===== src/rtl/subword_store_sequencer.sv =====
// Read-merge-write sequencer for SB/SH stores against a word-only data memory.
// Optional misaligned-SH trap is compiled in with `define MISALIGN_TRAP_EN.
//
// state | meaning
// IDLE  | waiting for a store request
// READ  | reading the target word, held while mem_waitrequest
// MERGE | inserting the byte/halfword into the captured word
// WRITE | writing the merged word back, held while mem_waitrequest
// DONE  | one-cycle completion pulse, pipeline released
// ERR   | one-cycle misalign pulse, no memory access (trap build only)
module subword_store_sequencer #(
    parameter int ADDR_WIDTH = 32,
    parameter int DATA_WIDTH = 32
) (
    input  logic                  clk,
    input  logic                  reset,
    input  logic                  clk_enable,
    input  logic                  req,
    input  logic                  req_half,
    input  logic [ADDR_WIDTH-1:0] req_addr,
    input  logic [DATA_WIDTH-1:0] req_data,
    output logic [ADDR_WIDTH-1:0] mem_address,
    output logic                  mem_read,
    output logic                  mem_write,
    output logic [DATA_WIDTH-1:0] mem_writedata,
    input  logic [DATA_WIDTH-1:0] mem_readdata,
    input  logic                  mem_waitrequest,
    output logic                  stall,
    output logic                  done,
    output logic                  misalign
);

    typedef enum logic [2:0] {
        S_IDLE,
        S_READ,
        S_MERGE,
        S_WRITE,
        S_DONE
`ifdef MISALIGN_TRAP_EN
        , S_ERR
`endif
    } state_t;

    state_t                  state_q, state_d;
    logic [ADDR_WIDTH-1:0]   addr_q, addr_d;
    logic [15:0]             data_q, data_d;
    logic                    half_q, half_d;
    logic [DATA_WIDTH-1:0]   word_q, word_d;

    // Only the low halfword of the store data is ever merged.
    logic unused_data_bits;
    assign unused_data_bits = ^req_data[DATA_WIDTH-1:16];

    function automatic logic [31:0] merge_word(input logic [31:0] w,
                                               input logic [15:0] d,
                                               input logic        half,
                                               input logic [1:0]  lane);
        logic [31:0] r;
        r = w;
        if (half) begin
            if (lane[1]) r[31:16] = d;
            else         r[15:0]  = d;
        end else begin
            case (lane)
                2'd0:    r[7:0]   = d[7:0];
                2'd1:    r[15:8]  = d[7:0];
                2'd2:    r[23:16] = d[7:0];
                default: r[31:24] = d[7:0];
            endcase
        end
        return r;
    endfunction

    always_ff @(posedge clk) begin
        if (reset) begin
            state_q <= S_IDLE;
            addr_q  <= '0;
            data_q  <= '0;
            half_q  <= 1'b0;
            word_q  <= '0;
        end else begin
            state_q <= state_d;
            addr_q  <= addr_d;
            data_q  <= data_d;
            half_q  <= half_d;
            word_q  <= word_d;
        end
    end

    always_comb begin
        state_d = state_q;
        addr_d  = addr_q;
        data_d  = data_q;
        half_d  = half_q;
        word_d  = word_q;
        if (clk_enable) begin
            case (state_q)
                S_IDLE: begin
                    if (req) begin
                        addr_d  = req_addr;
                        data_d  = req_data[15:0];
                        half_d  = req_half;
                        state_d = S_READ;
`ifdef MISALIGN_TRAP_EN
                        if (req_half && req_addr[0]) state_d = S_ERR;
`endif
                    end
                end
                S_READ: begin
                    if (!mem_waitrequest) begin
                        word_d  = mem_readdata;
                        state_d = S_MERGE;
                    end
                end
                S_MERGE: begin
                    word_d  = merge_word(word_q, data_q, half_q, addr_q[1:0]);
                    state_d = S_WRITE;
                end
                S_WRITE: begin
                    if (!mem_waitrequest) state_d = S_DONE;
                end
                default: state_d = S_IDLE;
            endcase
        end
    end

    always_comb begin
        mem_read      = (state_q == S_READ);
        mem_write     = (state_q == S_WRITE);
        mem_address   = '0;
        mem_writedata = '0;
        if (mem_read || mem_write) mem_address = {addr_q[ADDR_WIDTH-1:2], 2'b00};
        if (mem_write)             mem_writedata = word_q;
        done  = (state_q == S_DONE);
        // DONE/ERR release the pipeline even though req is still held high.
        stall = (req && state_q == S_IDLE) || mem_read || mem_write ||
                (state_q == S_MERGE);
`ifdef MISALIGN_TRAP_EN
        misalign = (state_q == S_ERR);
`else
        misalign = 1'b0;
`endif
    end

endmodule


===== config.mk =====
export PLATFORM = sky130hd
export DESIGN_NAME = subword_store_sequencer
export DESIGN_NICKNAME = d
export VERILOG_FILES = /design/src/rtl/subword_store_sequencer.sv
export SDC_FILE = /design/constraint.sdc
export NUM_CORES = 1
export LEC_CHECK = 0
export CAP_MARGIN = 5
export CORE_ASPECT_RATIO = 2
export CORE_MARGIN = 4
export CORE_UTILIZATION = 32
export DETAILED_ROUTE_END_ITERATION = 10
export GPL_TIMING_DRIVEN = 0
export PLACE_DENSITY_LB_ADDON = 0.2
export SYNTH_ARGS = -nofsm -noshare
export SYNTH_HDL_FRONTEND = slang
export SYNTH_SLANG_ARGS = --single-unit

===== constraint.sdc =====
create_clock -name clk -period 2.3 [get_ports clk]
set_clock_uncertainty 0.2 [all_clocks]
set_input_delay 0.23 -clock clk [delete_from_list [all_inputs] [get_ports clk]]
set_output_delay 0.23 -clock clk [all_outputs]
set_load 0.03 [all_outputs]

==> summary.md <==
| Metric | Value |
|---|---|
| Status | completed |
| DIE AREA | 14300 um^2 |
| Ys async rst share | 0% |
| FF+latch area | 1680 um^2 |
| GR peak layer | met2 |
| Clock root cell | clkbuf_16 |
| Netlist cell types | 34 |
| DR WL/cell | 16.1 um |
| Core Box Area | 12100 um^2 |
| Hold WS | 0.0791 ns |
| Placer Congestion | 0.872 |
| Skew-Pair Late Insertion Delay | 0.33 ns |
| Met1 Use GR | 18.0% |
| Final hold viol count | 0 |
| H-tree levels | 3 |
| Vias in the first global route | 3924 |
| Die X | 86.7 um |
| Vias per cell | 4.95 |
| RSZ-0062 raised after global routing | yes |
| Worst setup path startpoint | state_q[0]$_SDFFE_PP0P_ |
| Maximum fanout along the worst path | 10 |
| Largest net degree at the start of global routing | 14 |
| Clk slew on worst S/H paths | 0.06 ns |
| Final ANT Viol Nets | 0 |
| # setup viols final | 0 |
| GR Util met3 | 3.33% |
| R2r startpoint | state_q[2]$_SDFFE_PP0P_ |
| Starting density of the core | 32.7% |
| Vias | 3973 |
| Final Power | 3.55 mW |
| Worst setup path endpoint | mem_writedata[17] |
| First-pass GRT wire length | 19300 um |
| Initial DRC count | 190 |
| Fin area | 5970 um^2 |
| P per Cell Area | 596 nW/um^2 |
| Kind of critical path | flip-flop to output pin |
| # rows | 57 |
| Crit share post-route | 98.3% |
| Layout Nets | 755 |
| Critical path capture point type | output pin |
| Synthesized area | 3970 um^2 |
| Syn Area/Cell | 8.11 um^2 |
| WP data required | 1.87 ns |
| Achievable frequency | 442 MHz |
| Synth Register Bits | 84 |
| Port Buffer Count | 149 |
| Pleak | 2.21 nW |
| Drt total wl | 12900 um |
| Top_reg_cell synth | dfxtp_1 |
| Post-synthesis sequential area ratio | 42.4% |
| Synth warn | 0 |
| Crit path launch type | flip-flop |
| Crit path DAT | 1.83 ns |
| Multi-input logic area | 2080 um^2 |
| Antenna cells | 0 |
| Layout cells sized above 1 | 18.4% |
| DRC viols | 0 |
| I/O pins | 171 |
| GRT met2 Usage | 33.8% |
| Reg2Reg Setup Slack | 0.26 ns |
| Post-synthesis cell count | 489 |
| Clock sink count | 84 |
| All-layer global routing usage | 17.7% |
| Initial antenna violation count | 0 |
| TritonCTS clock tree | done |
| Worst IR Drop VDD | 0.395 mV |
| Pins over their slew limit | 0 |
| Tightest Hold Check Type | primary input to flip-flop |
| R2R depth | 6 |
| Worst r2r dst | word_q[6]$_SDFFE_PP0P_ |
| Total iterations of the first detailed-routing run | 4 |
| DP Area | 5650 um^2 |
| Final HPWL DP | 10500 um |
| Die H | 165 um |
| GRT overflow | 0 |
| Area Overhead vs Synth | 50.5% |
| Maxcap violations | 0 |
| Rel. slew slack | 58.0% |
| CTS Hold Bufs | 0 |
| Worst slew pin tran | 0.630 ns |
| EDFF count, synth | 0 |
| Num CTS Buffers | 9 |
| Fill cells | 1269 |
| Minimum clock period | 2.26 ns |
| Clock buffer depth | 2 |
-- layout by cell type (no fill, tap or decap), types with 4 or more instances in the layout --
cell	n
a211oi_2	4
and2_1	30
a211oi_1	12
clkdlybuf4s18_2	5
clkdlybuf4s50_1	83
dfxtp_1	82
clkbuf_1	18
a21oi_1	68
and3_1	32
clkdlybuf4s15_2	43
nand2_1	124
o211ai_1	16
nor2_1	20
clkbuf_2	8
buf_4	12
nand2b_1	5
clkbuf_16	9
mux2i_1	24
buf_2	19
-- area by class of cell --
class	instances	area share, %
Inverter	2	0.126
Tap cell	147	3.08
Sequential cell	84	28.2
Buffer	45	4.13
Clock inverter	5	0.923
Timing Repair Buffer	151	24.9
Clock buffer	9	3.77
Multi-Input combinational cell	360	34.9
-- power by group --
group	switching (mW)	internal, mW
Clock	0.560	0.824
Combinational	0.310	0.284
Sequential	0.0478	1.53
Total	0.918	2.64
-- cells in the mapped netlist (2+ instances only) --
library cell / count / area share [%]
dfxtp_1: 84 / 42
clkbuf_1: 28 / 2.7
a21oi_1: 68 / 8.6
nor2b_1: 3 / 0.47
nand2_1: 124 / 12
o32ai_4: 3 / 2.1
inv_1: 2 / 0.19
nand2b_1: 5 / 0.79
buf_6: 2 / 0.57
o21ai_0: 3 / 0.38
mux2i_1: 24 / 6.1
o211ai_1: 16 / 3.0
and2_1: 30 / 4.7
and3_1: 32 / 5.0
nor2_1: 20 / 1.9
a211oi_2: 4 / 1.3
buf_2: 10 / 1.3
buf_4: 4 / 0.76
a211oi_1: 12 / 2.3
-- logic make-up (layout without fill, tap and decap cells) --
logic type	after synthesis	count (layout)	share of synthesized area, %
muxes	24	24	6.06
DFF	84	84	42.4
buffers and inverters	47	212	5.52
and+or+nand+nor	223	223	27.2
other	1	3	0.0946
AOI/OAI and AO/OA	110	110	18.7
-- through the flow --
stage | setup TNS [ns] | util, % | setup slack, ns | std cells
after global routing | -0.0569 | 49.2 | -0.0136 | 803
after global placement | -48.12 | 46.6 | -0.861 | 787
after detailed placement | -48.77 | 46.6 | -0.873 | 787
after floorplan | 0 | - | 0.310 | 491
after CTS | -0.0541 | 49.4 | -0.0346 | 803
final | 0 | 49.2 | 0.0384 | 803
-- state kept, by name, summed over array words and instances (netlist names) --
signal   flops
state_q      3
addr_q      32
word_q      32
data_q      16
half_q       1
-- how the worst min path moves through the flow --
stage / startpoint / to / slack (ns) / cells past startpoint
global route: clk_enable / state_q[2]$_SDFFE_PP0P_ / 0.09 / 3
global placement: word_q[14]$_SDFFE_PP0P_ / word_q[14]$_SDFFE_PP0P_ / 0.23 / 2
finish: clk_enable / state_q[2]$_SDFFE_PP0P_ / 0.08 / 3
detailed placement: addr_q[31]$_SDFFE_PP0P_ / addr_q[31]$_SDFFE_PP0P_ / 0.24 / 2
floorplan: req_addr[10] / addr_q[10]$_SDFFE_PP0P_ / 0.17 / 2
CTS: clk_enable / state_q[2]$_SDFFE_PP0P_ / 0.05 / 3
-- critical path, cell delays in order (launching register included) --
cell             delay (ns)
dfxtp_2                0.36
buf_6                  0.15
nor2b_4                0.27
buf_4                  0.21
and3_1                 0.20
clkdlybuf4s18_2        0.31
-- per-layer routing --
layer | vias to the layer above | share of wire [%]
met5 | - | 0
met4 | 0 | 2.6
met3 | 18 | 5.0
met2 | 112 | 57
met1 | 1860 | 36
li1 | 1983 | -
-- repair_timing --
item                                    in CTS  in global routing
endpoints found under the hold margin        0                  0
resized for setup                          230                 27
endpoints found under the setup margin      66                 47
setup buffers                                2                  0
Note: power is estimated with default switching activity, not from simulation.
==> RTL change 1, RTL diff (same flow settings) <==
Change the parameter `ADDR_WIDTH` from 32 to 36.
--- a/src/rtl/subword_store_sequencer.sv
+++ b/src/rtl/subword_store_sequencer.sv
@@ -9,7 +9,7 @@
 // DONE  | one-cycle completion pulse, pipeline released
 // ERR   | one-cycle misalign pulse, no memory access (trap build only)
 module subword_store_sequencer #(
-    parameter int ADDR_WIDTH = 32,
+    parameter int ADDR_WIDTH = 36,
     parameter int DATA_WIDTH = 32
 ) (
     input  logic                  clk,
Ports: changed (resized mem_address and req_addr); port bits go from 171 to 179. The function was not compared with the original's and may differ.
==> RTL change 1 against the original RTL <==
- sequential share of layout area grew 0.63 points
- sequential cell count rose by 4
- synthesized area rose by 4.2%
- worst setup slack got worse by 0.59 ps
- sequential power increased by 4%
- core utilization shrank 0.83 points
- cell count is 3.9% higher
- worst hold slack got worse by 48 ps
- routed wire length increased by 8.4%
- cell area grew 2.4%
- total power grew 0.88%
- largest cell class unchanged
- largest power group unchanged
- highest routed layer unchanged
==> RTL change 1: results (changes against the original RTL) <==
[grt]
antenna_found_initial = 0  ; unchanged
grt_pass1_wl_um = 20900  ; was 19,260 um
grt_remaining_overflow = 0  ; unchanged
grtUsageTotal_pct = 18.67  ; was 17.74%
grt_pass1_vias = 4030  ; was 3,924
grt_max_degree = 14  ; unchanged

[finish]
largestRegisters = addr_q x36, word_q x32, data_q x16  ; was addr_q x32, word_q x32, data_q x16
nets = 787  ; was 755
final_layout_size_suffix_gt1_share_pct = 17.11  ; was 18.45%
n_antenna_cell = 0  ; unchanged
fillers = 1283  ; was 1,269

[synthesis]
ys_top_cells_by_area = dfxtp_1, nand2_1, a21oi_1  ; unchanged
synth-main-ff-cell = dfxtp_1  ; unchanged
ys_seq_area_share_pct = 42.63  ; was 42.41%
yosys_warnings = 0  ; unchanged
synthArstFlopShare_pct = 0  ; unchanged
synth.distinct_cells = 33  ; was 34
synthTopCellsByCount = nand2_1, dfxtp_1, a21oi_1, and2_1, and3_1  ; was nand2_1, dfxtp_1, a21oi_1, and3_1, and2_1
avgSynthCellArea_um2 = 8.088  ; was 8.108 um2
yosysTopAreaCellShare_pct = 42.63  ; was 42.41%

[setup_path]
crit_slowest_cell = dfxtp_2  ; unchanged
path_max_fanout = 10  ; unchanged
cpPeakStageDelay_ps = 440  ; was 360 ps
crit_family = buffers and inverters  ; unchanged
worstPathArrival_ps = 1830  ; about the same

[clock_network]
post_cts_buffers = 0  ; was 2
clk_path_buf_depth = 2  ; unchanged
clk_pin_slew_ps = 60  ; about the same
root_buffer = clkbuf_16  ; unchanged
clk_latency_ps = 340
numCtsBuffers = 9  ; unchanged

[routing]
drt_first_pass_iters = 4  ; unchanged
drt-total-wl_um = 14030  ; was 12,940 um
wl_per_cell_um = 16.82  ; was 16.12 um
dr.first_iter.drc_count = 173  ; was 190
routed-via-count = 4071  ; was 3,973

[placement]
gp_congestion = 0.8517  ; was 0.8720
place_inst = 820  ; was 787
place_ws_ps = -583.9  ; was -872.7 ps
io_buffers = 157  ; was 149
dp_hpwl_um = 11240  ; was 10,500 um
placed_cell_area_um2 = 5899  ; was 5648 um2

[run_status]
status = finished clean  ; unchanged

[power_and_ir_drop]
leakagePower_nw = 2.316  ; was 2.214 nW
p_switching_mw = 0.9523  ; was 0.9185 mW
max-vdd-ir-drop_v = 0.0003992  ; was 0.0003946 V

[hold_path]
whs_path_depth = 3  ; unchanged

[timing]
relSlewSlack_pct = 51.01  ; was 58.02%

-- RTL change 1: cell count changes after synthesis --
cell      change
nand2_1       +8
a21oi_1       +4
and2_1        +4
dfxtp_1       +4
buf_1         -1
buf_2         +1
buf_4         +1
clkbuf_1      +1
-- RTL change 1: power by group through the flow --
stage	logic, mW	clock network [mW]	registers, mW
6_report	0.621	1.32	1.65
5_1_grt	0.678	1.41	1.66
4_1_cts	0.625	1.35	1.65
3_5_place_dp	0.618	0	1.68
3_3_place_gp	0.607	0	1.68
2_1_floorplan	0.339	0	1.66
-- RTL change 1: per-layer routing --
| layer | GRT usage, % | wire length, um | up-vias |
|---|---|---|---|
| li1 | - | - | 2060 |
| met1 | 19.60 | 5111 | 1846 |
| met2 | 34.89 | 7715 | 138 |
| met3 | 3.312 | 772 | 27 |
| met4 | 8.092 | 428 | 0 |
| met5 | 0 | 0 | - |
-- RTL change 1: layout make-up --
cell class	instances	area, um2	share of cell area (%)
Tap cell	150	187.7	3.072
Multi-Input combinational cell	376	2163	35.41
Sequential cell	88	1763	28.86
Clock buffer	10	239.0	3.912
Timing Repair Buffer	157	1469	24.04
Clock inverter	4	22.52	0.3686
Inverter	2	7.507	0.1229
Buffer	47	257.7	4.219
-- RTL change 1: cells by family after synthesis --
logic type,Yosys count,synth area share (%)
and+or+nand+nor,235,27.40
AOI/OAI and AO/OA,114,18.47
DFF,88,42.63
buffers and inverters,49,5.601
muxes,24,5.813
other,1,0.09074
-- RTL change 1: worst paths after layout --
check	start	slack, ps	to
worst max-delay path	state_q[1]$_SDFFE_PP0P_	40	mem_writedata[4]
worst min-delay path	clk_enable	30	state_q[2]$_SDFFE_PP0P_
worst max register to register	state_q[0]$_SDFFE_PP0P_	200	data_q[6]$_SDFFE_PP0P_
worst min register to register	word_q[8]$_SDFFE_PP0P_	250	word_q[8]$_SDFFE_PP0P_
-- RTL change 1: repair_timing --
action,CTS,global route
setup endpoints to repair,70,93
pin swaps,0,0
resized for setup,178,59
-- RTL change 1: worst reg2reg max path: stages (launching register included) --
cell	delay, ps
dfxtp_1	330
buf_2	190
or4_1	500
clkbuf_1	240
clkbuf_1	290
nand2_1	140
a21oi_1	70
==> RTL change 2, RTL diff (same settings) <==
Without the edit above. Reset style: asynchronous (`reset`), changed in one clocked block.
--- a/src/rtl/subword_store_sequencer.sv
+++ b/src/rtl/subword_store_sequencer.sv
@@ -71,7 +71,7 @@
         return r;
     endfunction
 
-    always_ff @(posedge clk) begin
+    always_ff @(posedge clk or posedge reset) begin
         if (reset) begin
             state_q <= S_IDLE;
             addr_q  <= '0;
Function: differs if reset is asserted again (counterexample within 4 cycles, from zero or initial values and one cycle with reset high); with reset held inactive, the same outputs for 4 cycles.
==> RTL change 2 against the original RTL <==
- via count fell by 22%
- synthesized area rose by 4.0%
- routed wire length fell by 10%
- highest routed layer unchanged
- worst setup slack improved by 49 ps
- worst hold slack improved by 75 ps
- cell area rose by 2.2%
- sequential cell count did not move
Power is not compared: it rests on default switching activity, and its combinational part moved more than twofold at a synthesized area within 25%.
==> RTL change 2: results (changes against the original RTL) <==
[clock_network]
clk_latency_ps = 330  ; about the same
clk_pin_slew_ps = 60  ; about the same
numCtsBuffers = 9  ; unchanged
root_buffer = clkbuf_16  ; unchanged
htree_levels = 3  ; unchanged
clk_path_buf_depth = 2  ; unchanged

[placement]
dp_hpwl_um = 9335  ; was 10,500 um
place_ws_ps = -766.3  ; was -872.7 ps
gp_congestion = 0.7663  ; was 0.8720
io_buffers = 151  ; was 149
placed_cell_area_um2 = 5873  ; was 5648 um2
place_inst = 635  ; was 787

[grt]
grt_pass1_vias = 3477  ; was 3,924
grtUsageTotal_pct = 16.27  ; was 17.74%
grt_max_degree = 32  ; was 14
antenna_found_initial = 1  ; was 0
grt_pass1_wl_um = 18100  ; was 19,260 um

[synthesis]
synth.distinct_cells = 31  ; was 34
synth_cells = 330  ; was 489
ys_top_cells_by_area = dfrtp_1, mux2_2, and2_1  ; was dfxtp_1, nand2_1, a21oi_1
synth-main-ff-cell = dfrtp_1  ; was dfxtp_1
yosys_warnings = 0  ; unchanged
synthArstFlopShare_pct = 100.0  ; was 0%
synthTopCellsByCount = dfrtp_1, mux2_2, and2_1, nor2_1, a221o_1  ; was nand2_1, dfxtp_1, a21oi_1, and3_1, and2_1
ys_seq_area_share_pct = 50.99  ; was 42.41%

[finish]
final_layout_size_suffix_gt1_share_pct = 38.12  ; was 18.45%
fillers = 1199  ; was 1,269
nets = 599  ; was 755
largestRegisters = addr_q x32, word_q x32, data_q x16  ; unchanged
finish.utilization_pct = 48.31  ; was 49.22%

[setup_path]
path_max_fanout = 10  ; unchanged
worstPathArrival_ps = 2220  ; was 1830 ps
crit_slowest_cell = a21oi_2  ; was dfxtp_2
cpPeakStageDelay_ps = 480  ; was 360 ps
setup.worst_path.start = state_q[0]$_DFFE_PP0P_  ; was state_q[0]$_SDFFE_PP0P_

[hold_path]
hold_path_class = primary input to asynchronous set/reset pin  ; was primary input to flop

[power_and_ir_drop]
leakagePower_nw = 2.739
total_power_mw = 8.203
swShare_pct = 38.91
clkPwrFrac_pct = 16.4
pwr-share-comb_pct = 51.6
max-vdd-ir-drop_v = 0.0005428

[routing]
drt-total-wl_um = 11590  ; was 12,940 um
via_per_inst = 4.738  ; was 4.948
wl_per_cell_um = 17.77  ; was 16.12 um
dr.first_iter.drc_count = 60  ; was 190
drt_first_pass_iters = 4  ; unchanged
detail_route.drc_violations = 0  ; unchanged

[run_status]
status = finished clean  ; unchanged

[timing]
relSlewSlack_pct = 49.75  ; was 58.02%

RTL change 2: layout make-up:
class	count	share of cell area, %
diodes	1	0.04103
plain buffers	22	2.605
clock buffers	11	4.144
clock inverters	4	0.4103
inverters	3	0.2462
multi-input cells	222	31.14
flip-flops and latches	84	34.46
well taps	150	3.077
repair buffers	155	23.88
RTL change 2: critical path, delay by kind of cell, from the launching register on:
family	cells	cell delay, ps
compound gates	2	650
buf+inv	1	150
flops	1	340
mux	1	410
simple gates	1	340
RTL change 2: timing repair:
action                     4_1_cts  5_1_grt
resized for setup              245       28
setup buffers                    2        0
pin swaps                        1        1
setup endpoints to repair       64       64
RTL change 2: logic make-up (layout without fill, tap and decap cells):
| group | after synthesis | after routing | synth area share [%] |
|---|---|---|---|
| compound gates | 29 | 29 | 6.039 |
| flops | 84 | 84 | 50.99 |
| mux | 90 | 90 | 25.13 |
| simple gates | 100 | 100 | 14.29 |
| buf+inv | 26 | 195 | 3.460 |
| other cells | 1 | 4 | 0.09096 |
RTL change 2: per-layer routing:
| layer | global-route usage [%] | share of wire (%) | vias to the layer above |
|---|---|---|---|
| li1 | - | - | 1486 |
| met1 | 15.01 | 32 | 1499 |
| met2 | 32.21 | 59 | 90 |
| met3 | 4.238 | 7.1 | 14 |
| met4 | 5.987 | 2.1 | 0 |
| met5 | 0 | 0 | - |
RTL change 2: worst paths after layout:
check                                    endpoint  slack (ps)  cells after the start
setup / recovery           word_q[23]$_DFFE_PP0P_          90                      5
hold / removal             addr_q[10]$_DFFE_PP0P_         150                      2
setup reg to reg           word_q[23]$_DFFE_PP0P_          90                      5
hold reg to reg            addr_q[12]$_DFFE_PP0P_         300                      1
max in group asynchronous  state_q[2]$_DFFE_PP0P_         940                      4
min in group clk           addr_q[12]$_DFFE_PP0P_         300                      1
